## config.mk

```make
export PLATFORM = sky130hd
export DESIGN_NAME = pwm_fade_ctrl
export DESIGN_NICKNAME = d
export VERILOG_FILES = /design/src/rtl/pwm_fade_ctrl.sv
export SDC_FILE = /design/constraint.sdc
export NUM_CORES = 1
export LEC_CHECK = 0
export CORE_UTILIZATION = 45
export CTS_BUF_LIST = sky130_fd_sc_hd__clkbuf_8
export DETAILED_ROUTE_END_ITERATION = 10
export GPL_TIMING_DRIVEN = 0
export PLACE_DENSITY = 0.68
export SYNTH_ARGS = -nofsm -noshare
export SYNTH_HDL_FRONTEND = slang
export SYNTH_SLANG_ARGS = --single-unit
```

## constraint.sdc

```tcl
create_clock -name clk -period 4.7 [get_ports clk]
set_input_delay 1.41 -clock clk [delete_from_list [all_inputs] [get_ports clk]]
set_output_delay 1.41 -clock clk [all_outputs]
set_load 0.1 [all_outputs]
```

## src/rtl/pwm_fade_ctrl.sv

```systemverilog
// pwm_fade_ctrl
// Ramps the PWM duty value toward a commanded target, one step every
// 'hold' PWM periods. The duty value changes only on the edge where the
// PWM counter wraps, so the PWM stage never sees a torn period.
//
//   state | meaning
//   ------+--------------------------------------------------------------
//   IDLE  | no ramp active, ready for a command, duty held
//   RAMP  | stepping duty toward target on period boundaries
module pwm_fade_ctrl #(
    parameter int CTRLEN = 8,
    parameter int HOLDW  = 8
) (
    input  logic              clk,
    input  logic              rst,
    input  logic              enable,
    input  logic [CTRLEN-1:0] counter,
    input  logic              cmd_valid,
    output logic              cmd_ready,
    input  logic [CTRLEN-1:0] cmd_target,
    input  logic [CTRLEN-1:0] cmd_step,
    input  logic [HOLDW-1:0]  cmd_hold,
    input  logic              abort,
    output logic [CTRLEN-1:0] duty_cycle,
    output logic              busy,
    output logic              done
);

    typedef enum logic {IDLE = 1'b0, RAMP = 1'b1} state_t;

    state_t            state;
    state_t            state_nx;
    logic [CTRLEN-1:0] target_q;
    logic [CTRLEN-1:0] step_q;
    logic [HOLDW-1:0]  hold_q;
    logic [HOLDW-1:0]  hold_cnt;

    logic              pend;
    logic              accept;
    logic              step_at;
    logic [CTRLEN-1:0] step_eff;
    logic [HOLDW-1:0]  hold_eff;
    logic [CTRLEN:0]   sum;
    logic [CTRLEN:0]   diff;
    logic [CTRLEN-1:0] duty_nx;
    logic              lands;

    assign pend     = enable && (counter == {CTRLEN{1'b1}});
    assign accept   = cmd_valid && (state == IDLE);
    // hold_cnt is always >= 1 in RAMP; <= 1 also guards a stray zero
    assign step_at  = pend && (hold_cnt <= HOLDW'(1));
    assign step_eff = (cmd_step == '0) ? CTRLEN'(1) : cmd_step;
    assign hold_eff = (cmd_hold == '0) ? HOLDW'(1) : cmd_hold;

    // One extra bit so the sum cannot wrap and the difference reveals underflow
    assign sum  = {1'b0, duty_cycle} + {1'b0, step_q};
    assign diff = {1'b0, duty_cycle} - {1'b0, step_q};

    // Saturating step toward target: clamp so it never overshoots
    always_comb begin
        duty_nx = duty_cycle;
        if (target_q > duty_cycle) begin
            if (sum > {1'b0, target_q})
                duty_nx = target_q;
            else
                duty_nx = sum[CTRLEN-1:0];
        end else begin
            if ((duty_cycle < step_q) || (diff[CTRLEN-1:0] < target_q))
                duty_nx = target_q;
            else
                duty_nx = diff[CTRLEN-1:0];
        end
    end

    assign lands = (duty_nx == target_q);

    // State register
    always_ff @(posedge clk or posedge rst) begin
        if (rst)
            state <= IDLE;
        else
            state <= state_nx;
    end

    // Next-state logic; abort wins over a step landing on the same edge
    always_comb begin
        state_nx = state;
        unique case (state)
            IDLE: begin
                if (accept && (cmd_target != duty_cycle))
                    state_nx = RAMP;
            end
            RAMP: begin
                if (abort)
                    state_nx = IDLE;
                else if (step_at && lands)
                    state_nx = IDLE;
            end
            default: state_nx = IDLE;
        endcase
    end

    // State-decoded outputs
    always_comb begin
        cmd_ready = 1'b0;
        busy      = 1'b0;
        unique case (state)
            IDLE:    cmd_ready = 1'b1;
            RAMP:    busy      = 1'b1;
            default: cmd_ready = 1'b0;
        endcase
    end

    // Command latch, hold counter, duty register and done pulse
    always_ff @(posedge clk or posedge rst) begin
        if (rst) begin
            target_q   <= '0;
            step_q     <= '0;
            hold_q     <= '0;
            hold_cnt   <= '0;
            duty_cycle <= '0;
            done       <= 1'b0;
        end else begin
            done <= 1'b0;
            if (accept) begin
                // a pend in this cycle is deliberately not counted
                target_q <= cmd_target;
                step_q   <= step_eff;
                hold_q   <= hold_eff;
                hold_cnt <= hold_eff;
                if (cmd_target == duty_cycle)
                    done <= 1'b1;
            end else if ((state == RAMP) && !abort && pend) begin
                if (step_at) begin
                    duty_cycle <= duty_nx;
                    hold_cnt   <= hold_q;
                    if (lands)
                        done <= 1'b1;
                end else begin
                    hold_cnt <= hold_cnt - HOLDW'(1);
                end
            end
        end
    end

endmodule

```

## Word level (Yosys, flattened, before mapping)

Index checks and enable logic that the tools add are counted.

- Flip-flop bits (word level): 42
- Bits of input ports: 37
- Output and inout bits: 11
- Word-level logic and storage cells: 53

- Add/sub/neg operators: 3
- $lt $le $gt $ge: 5
- Equality and inequality tests: 4
- Multiplexer cells: 19
- Bitwise gates (word level): 2
- Reductions and logical operators: 13

Operators by type and width:

| cell | number |
|---|---|
| 8-bit two-way mux | 8 |
| 8-bit == test | 2 |
| 8-bit zero test | 2 |
| 8-bit < comparator | 2 |
| 1-bit two-way mux | 10 |
| 8-bit by 8-bit adder with 9-bit output | 1 |
| 9-bit by 8-bit > comparator with 1-bit output | 1 |
| 8-bit == test (second input constant) | 1 |
| 8-bit > comparator | 1 |
| 8-bit by 1-bit less-or-equal comparator with 1-bit output (second input constant) | 1 |
| 8-bit inequality test | 1 |
| 8-bit by 1-bit subtractor with 8-bit output (second input constant) | 1 |
| 8-bit subtractor | 1 |
| 1-bit logical AND | 7 |
| 3-bit AND reduction | 1 |
| 1-bit inverter | 2 |
| 1-bit case mux with 2 select lines | 1 |
| 2-bit nonzero test | 1 |
| 1-bit zero test | 1 |
| 1-bit logical OR | 1 |

## Logic depth before layout (Yosys ltp)

Gate-level depths: netlist of the first run.

- Depth after elaboration: 10
- Gate-level depth with buffers: 17
- Gate-level depth less buffers: 16

## Least setup slack after synthesis of the first run

No wires, ideal clock.

- Path kind: register -> register
- From: register duty_cycle[1]
- To: register duty_cycle[7]
- Setup time: 130 ps
- Arrival time: 4,476 ps
- Required time: 4,570 ps
- Setup slack: 94 ps
- Stages on the path, launching flop included: 14
- Path buffers: 1
- Period minus slack after synthesis: 4,606 ps
- Path through: dfrtp_1 -> ha_1 -> nand2b_1 -> a2111o_1 -> a311oi_1 -> nor2_1 -> ha_1 -> and3_1 -> a221o_1 -> a221oi_2 -> or3b_4 -> buf_6 -> and3_2 -> a2bb2oi_2

- Longest elaborated chain between the ends: 5
- Elaborated cells between the ends (all ways): 10
- Those cells by class: add/sub: 2; order compare: 4; mux: 3; reduce/logical: 1

RTL lines:

| element | line | text |
|---|---|---|
| start: declaration | 24 | `output logic [CTRLEN-1:0] duty_cycle,` |
| start signal: assignment | 135 | `duty_cycle <= duty_nx;` |
| 8-bit subtractor | 57 | `assign diff = {1'b0, duty_cycle} - {1'b0, step_q};` |
| 8-bit < comparator | 68 | `if ((duty_cycle < step_q) \|\| (diff[CTRLEN-1:0] < target_q))` |
| 1-bit logical OR | 68 |  |
| 8-bit two-way mux | 68 |  |
| 8-bit two-way mux * | 62 | `if (target_q > duty_cycle) begin` |

Mark *: on every way between the ends. The rest lies on a longest branch, timed or not.
A chain may end at the register's enable or synchronous reset.

## Worst setup path in the final report of the first run

- From: register duty_cycle[1]
- To: register duty_cycle[1]

Same word-level chain as after synthesis.

==> metrics.md, run 1 <==
| Metric | Value |
|---|---|
| Status | completed |
| Least-Margin Pin Slew | 0.985 ns |
| Slew HR | between 30% and 40% |
| Die Ht | between 90 and 100 um |
| R2r setup slk | around 0.19 ns |
| Setup TNS | 0 ns |
| Final Setup Violations | 0 |
| Warnings from Yosys | 0 |
| Worst min-delay path class | reg2reg |
| Syn_area_per_cell | ~8.4 um2 |
| Core area | approximately 8000 um2 |
| Worst EP required | ~4.9 ns |
| Diodes inserted | 0 |
| Share of cells above drive strength 1 | approximately 6.9% |
| Synth area leader | dfrtp_1 |
| Clock Skews | around 0.0074 ns |
| Syn_nets | slightly above 500 |
| CP Capture Type | register |
| Cells after Synth | about 440 |
| HPWL after DPL | 8.15 mm |
| Dominant cells by area after synthesis | dfrtp_1, ha_1, nand2_1 |
| Clock Path Buffers | 2 |
| Clk_lat worst skew | 0.31 ns |
| Worst hold stages | 2 |
| Fin. max-slew vios | 0 |
| Register area | between 1000 and 1500 um2 |
| Initial antenna violation count | 0 |
| Vias post-DR | around 3.4k |
| Leak pwr | between 1.5 and 2 nW |
| Synth top area share | between 20% and 30% |
| CP max stage cell | dfrtp_1 |
| Crit path cell chain | ha_1 > nor2b_1 > o31ai_1 > nor2_1 > o41ai_1 > xnor2_1 > ha_1 > nand4_1 > a211oi_1 > a211oi_1 > a211oi_2 > nand2_1 > buf_2 > and3_2 > o31ai_1 |
| Die Footprint | between 8000 and 9000 um2 |
| Total wire length | 10.4 mm |
| RR Endpoint | duty_cycle[1] |
| Period utilization | a little over nine tenths |
| Peak VDD IR | roughly 0.33 mV |
| WL/cell | 17.5 um |
| Number of max-cap violations | 0 |
| Clk root buf | clkbuf_8 |
| DRC Markers | 0 |
| Finished Core Util | 56.3% |
| Final worst slack | about 0.19 ns |
| CTS Buf Count | 5 |
| Yosys cell types | a little under 60 |
| H-Tree Depth | 2 |
| Area delta synth->final | 19.9% |
| Most common library cells after synthesis | nand2_1, dfrtp_1, ha_1 |
| Vias in the first global route | approximately 3.3k |
| Standard-cell rows | 32 |
| Synth async-reset ratio | between 90% and 100% |
| Path depth of the worst reg2reg path | 15 |
| RSZ-0062 raised after global routing | false |
| Sink Count | 42 |
| CP Class | reg2reg |
| Register bit total from synthesis | 42 |
| First DRT Iteration DRCs | 194 |
| Total power divided by cell area | approximately 620 nW/um2 |
| Worst setup SP type | register |
| WHS | 0.486 ns |
| Number of detailed-route iterations in the first pass | 5 |
| Main synth FF type | dfrtp_1 |
| Clk slew on worst S/H paths | about 0.1 ns |
| Final hold vios | 0 |
| CP Data Arrival Time | approximately 4.7 ns |
| Post-CTS Setup Inserts | 0 |
| Synthesized area | approximately 3600 um2 |
| TritonCTS clock tree | yes |
| Vias per inst | ~5.8 |
| Tmin final | 4.51 ns |
| # fillers | 742 |
| Ports | 48 |
| Top-count cell post-synth | nand2_1 |
| Pre-CTS setup slack | approximately 0.23 ns |
| First-pass GRT wire length | approximately 17 mm |
| Gpl congestion | roughly 0.89 |
| Overflow after GRT | 0 |
| Die Span X | slightly above 90 um |
| Sequential share of the synthesized area | 28.8% |
| Port bufs | 47 |
| Critical Path Max Stage Delay | approximately 0.59 ns |
| GRT Total Usage | between 20% and 30% |
| Crit-path max FO | 10 |
| Reg2reg start | duty_cycle[1] |
| DRT antenna net count | 0 |
| Total power | about 0.0027 W |
| Hold endpoint | hold_q[6] |
| Largest net degree at the start of global routing | 37 |
| Footprint of the multi-input gates | around 2400 um2 |
| Initial core utilization | 47.0% |
| Post-synth EDFFs | 0 |
| Fmax | 222 MHz |
| Nets | 572 |
| Startpoint of the worst hold path | hold_q[6] |
area by class of cell:
type / instances / area share [%]
timing repair buffer: 48 / 11.2
clock inverter: 3 / 0.543
sequential: 42 / 24.0
multi-input combinational: 339 / 54.4
tap: 102 / 2.92
buffer: 18 / 2.06
clock buffer: 5 / 1.57
inverter: 38 / 3.26
registers in the layout, indices dropped and copies added, names as in the netlist:
register and flops:
hold_cnt 8, duty_cycle 8, state 1, target_q 8, done 1, hold_q 8
step_q 8
through the flow:
step	cells	instance area, um2
finish	595	4380
global route	595	4380
CTS	595	4360
detailed placement	587	4270
global placement	586	4250
floorplan	437	3650
what timing repair did:
item                       4_1_cts  5_1_grt
setup endpoints to repair        0        5
hold buffers                     0        0
gates resized for setup          0        3
cells by family (layout without fill, tap and decap cells):
group	count (synthesis)	after routing	share of synthesized area, %
muxes	3	3	0.823
xor gates and xnor gates	32	32	8.06
adders and majority gates	43	43	15.2
DFF	42	42	28.8
and+or+nand+nor	144	144	18.8
buffers and inverters	56	112	6.38
AOI/OAI and AO/OA	117	117	22.0
per-layer routing:
metal,part of all wire (%),up-vias,track usage (%)
li1,-,1672,-
met1,48,1636,37.7
met2,44,112,40.0
met3,5.4,19,3.57
met4,2.1,0,7.03
met5,0,-,0
power breakdown:
part           switching [W]  leakage (nW)  total, W  internal, W
registers           0.000147         0.521  0.000651     0.000504
logic                0.00105          1.36   0.00182     0.000767
clock network       0.000150        0.0408  0.000256     0.000107
total                0.00135          1.92   0.00273      0.00138
worst max path at each step:
| stage | startpoint | end | slack (ns) |
|---|---|---|---|
| 5_1_grt | duty_cycle[1] | duty_cycle[1] | 0.03 |
| 3_5_place_dp | duty_cycle[1] | duty_cycle[1] | 0.23 |
| 3_3_place_gp | duty_cycle[2] | done | 0.26 |
| 6_report | duty_cycle[1] | duty_cycle[1] | 0.19 |
| 4_1_cts | duty_cycle[1] | duty_cycle[1] | 0.16 |
| 2_1_floorplan | duty_cycle[1] | duty_cycle[7] | 0.09 |
placed cells by master, fill, tap and decap left out, types with 6 or more instances in the layout:
cell / count
nand3_1: 6
nand2_1: 59
a21oi_1: 18
clkbuf_1: 13
nor4_1: 6
xnor2_1: 20
nor2_1: 27
o31ai_1: 9
o22ai_1: 11
dfrtp_1: 42
nor3_1: 12
ha_1: 41
inv_1: 37
and3_2: 7
o21ai_0: 32
xor2_1: 11
a21o_1: 6
clkdlybuf4s50_1: 47
critical path: cells and delay by family, from the launching register on:
| family | cells | cell delay (ns) |
|---|---|---|
| AOI/OAI and AO/OA | 6 | 1.92 |
| and+or+nand+nor | 5 | 0.82 |
| adders and majority gates | 2 | 0.65 |
| DFF | 1 | 0.59 |
| buffers and inverters | 1 | 0.24 |
| xor gates and xnor gates | 1 | 0.20 |
Note: power is estimated with default switching activity, not from simulation.
==> run 2, diff against run 1 <==
- HOLD_SLACK_MARGIN: not set -> 0.1
- clock period: 4.7 -> 5.1 ns (I/O delays scaled with it)
==> metrics.md, run 2 (same netlist as run 1, synthesis figures left out) <==
| Metric | Value |
|---|---|
| DP Cell Count | 587 (unchanged) |
| Vias post-DR | 3,450 (+0.32%) |
| Vias per inst | 5.80 (+0.32%) |
| Die Footprint | 8480 um2 (unchanged) |
| CP Data Arrival Time | 4.81 ns (+0.09 ns) |
| CP Capture Type | register |
| Ports | 48 (unchanged) |
| Final hold vios | 0 (unchanged) |
| RSZ-0062 raised after global routing | false |
| Fin. max-slew vios | 0 (unchanged) |
| Core area | 7770 um2 (unchanged) |
| Diodes inserted | 0 (unchanged) |
| Initial core utilization | 47.0% (unchanged) |
| Pre-CTS setup slack | 0.631 ns (+0.400 ns) |
| Final worst slack | 0.495 ns (+0.309 ns) |
| Least-Margin Pin Slew | 0.986 ns (+0.00144 ns) |
| Die Span X | 92.1 um (unchanged) |
| DRT antenna net count | 0 (unchanged) |
| Gpl congestion | 0.890 (unchanged) |
| Most frequent cells in the layout | nand2_1, clkdlybuf4s50_1, dfrtp_1, ha_1, inv_1 |
| # fillers | 742 (unchanged) |
| CTS resizes | 0 (unchanged) |
| Post-CTS Setup Inserts | 0 (unchanged) |
| Peak VDD IR | 0.300 mV (-8.1%) |
| Vias in the first global route | 3,337 (unchanged) |
| Final Setup Violations | 0 (unchanged) |
| Path depth of the worst reg2reg path | 15 (unchanged) |
| Status | completed |
| Clk slew on worst S/H paths | 0.10 ns (about the same) |
| Die Ht | 92.1 um (unchanged) |
| TritonCTS clock tree | yes |
| Slew HR | 34.0% (-0.096 points) |
| CTS Buf Count | 5 (unchanged) |
| Largest net degree at the start of global routing | 37 (unchanged) |
| Period utilization | 90.3% (-5.7 points) |
| Finished Core Util | 56.1% (-0.19 points) |
| First DRT Iteration DRCs | 169 (-13%) |
| Tmin final | 4.61 ns (+0.0914 ns) |
| Post-layout instance area | 4360 um2 (-0.34%) |
| H-Tree Depth | 2 (unchanged) |
| Area delta synth->final | 19.5% |
| HPWL after DPL | 8.15 mm (unchanged) |
| Sink Count | 42 (unchanged) |
| Final Non-Filler Cells | 595 (unchanged) |
| Worst EP required | 5.31 ns (+0.40 ns) |
| Total power divided by cell area | 573 nW/um2 (-8.0%) |
| First-pass GRT wire length | 17.1 mm (unchanged) |
| CP Class | reg2reg |
| Worst hold stages | 2 (unchanged) |
| Standard-cell rows | 32 (unchanged) |
| Nets | 572 (unchanged) |
| Crit-path max FO | 10 (unchanged) |
| Share of cells above drive strength 1 | 6.29% (-0.61 points) |
| Hold_buf cts | 0 (unchanged) |
| Worst min-delay path class | reg2reg |
| Initial antenna violation count | 0 (unchanged) |
| Number of detailed-route iterations in the first pass | 5 (unchanged) |
| GRT Total Usage | 25.9% (unchanged) |
| Number of max-cap violations | 0 (unchanged) |
| Commonest non-fill, non-tap cell in the layout | nand2_1 |
| Leak pwr | 1.92 nW (-0.11%) |
| Clock Path Buffers | 2 (unchanged) |
| WL/cell | 17.5 um (-0.33%) |
| Port bufs | 47 (unchanged) |
| Dpl cell area | 4270 um2 (unchanged) |
| Setup TNS | 0 ns (unchanged) |
| Overflow after GRT | 0 (unchanged) |
| DRC Markers | 0 (unchanged) |
| Fmax | 217 MHz (-2.0%) |
| Clk root buf | clkbuf_8 |
| Total wire length | 10.4 mm (-0.33%) |
| Clock Skews | 0.00602 ns (-0.00140 ns) |
| Worst setup SP type | register |
| Clk_lat worst skew | 0.31 ns (about the same) |
-- run 2: changes by cell type in the layout (fill, tap and decap cells not counted) --
cell,change
a21oi_2,-1
a311oi_1,+1
a211oi_2,-1
a21oi_1,+1
a311oi_2,-1
a211oi_1,+1
-- run 2: per-layer routing --
layer,global-route usage [%],vias to the layer above,part of all wire [%]
met5,0,-,0
met4,7.03,0,2.1
met3,3.57,19,4.6
met2,40.0,105,44
met1,37.7,1655,50
li1,-,1671,-
-- run 2: critical path, cell delays in order, from the launching register on --
cell and delay, ns:
dfrtp_1 0.59, ha_1 0.31, nor2b_1 0.14, o31ai_1 0.40
nor2_1 0.14, o41ai_1 0.52, xnor2_1 0.19, ha_1 0.34
nand4_1 0.11, a211oi_1 0.25, a211oi_1 0.13, a211oi_1 0.41
nand2_1 0.23, buf_2 0.25, and3_2 0.22, o31ai_1 0.26
-- run 2: through the flow --
step,hold slack (ns),power [W]
floorplan,0.441,0.00182
global placement,0.457,0.00219
detailed placement,0.461,0.00223
CTS,0.484,0.00248
global route,0.513,0.00272
finish,0.485,0.00250
-- run 2: final timing paths --
check / startpoint / slack, ns / endpoint
setup / recovery: duty_cycle[1] / 0.49 / duty_cycle[1]
hold / removal: hold_q[6] / 0.49 / hold_q[6]
setup reg to reg: duty_cycle[1] / 0.49 / duty_cycle[1]
hold reg to reg: hold_q[6] / 0.49 / hold_q[6]
max in group asynchronous: rst / 3.23 / duty_cycle[6]
min in group asynchronous: rst / 1.43 / hold_q[4]
-- run 2: area by class of cell --
type	instances	area (um2)	area share (%)
flip-flops and latches	42	1050	24.1
plain buffers	18	90.1	2.07
inverters	38	143	3.27
repair buffers	48	490	11.2
clock inverters	3	23.8	0.545
well taps	102	128	2.93
clock buffers	5	68.8	1.58
multi-input cells	339	2370	54.3
-- run 2: report_power, final --
| part | internal, W | total, W | leakage, nW | switching, W |
|---|---|---|---|---|
| combinational | 0.000703 | 0.00166 | 1.36 | 0.000957 |
| clock | 0.0000983 | 0.000238 | 0.0408 | 0.000139 |
| sequential | 0.000465 | 0.000601 | 0.521 | 0.000136 |
==> run 3, diff against run 2 <==
- clock period: 5.1 -> 5 ns (I/O delays scaled with it)
==> results of run 3 <==
The final DEF is identical to that of run 2. Status: completed.
Main changes from that run: setup slack after placement 0.631 ns -> 0.531 ns; setup slack after layout 0.495 ns -> 0.395 ns; register-to-register setup slack 0.49 ns -> 0.39 ns; total power 0.00250 W -> 0.00255 W; worst IR drop on VDD 0.300 mV -> 0.306 mV
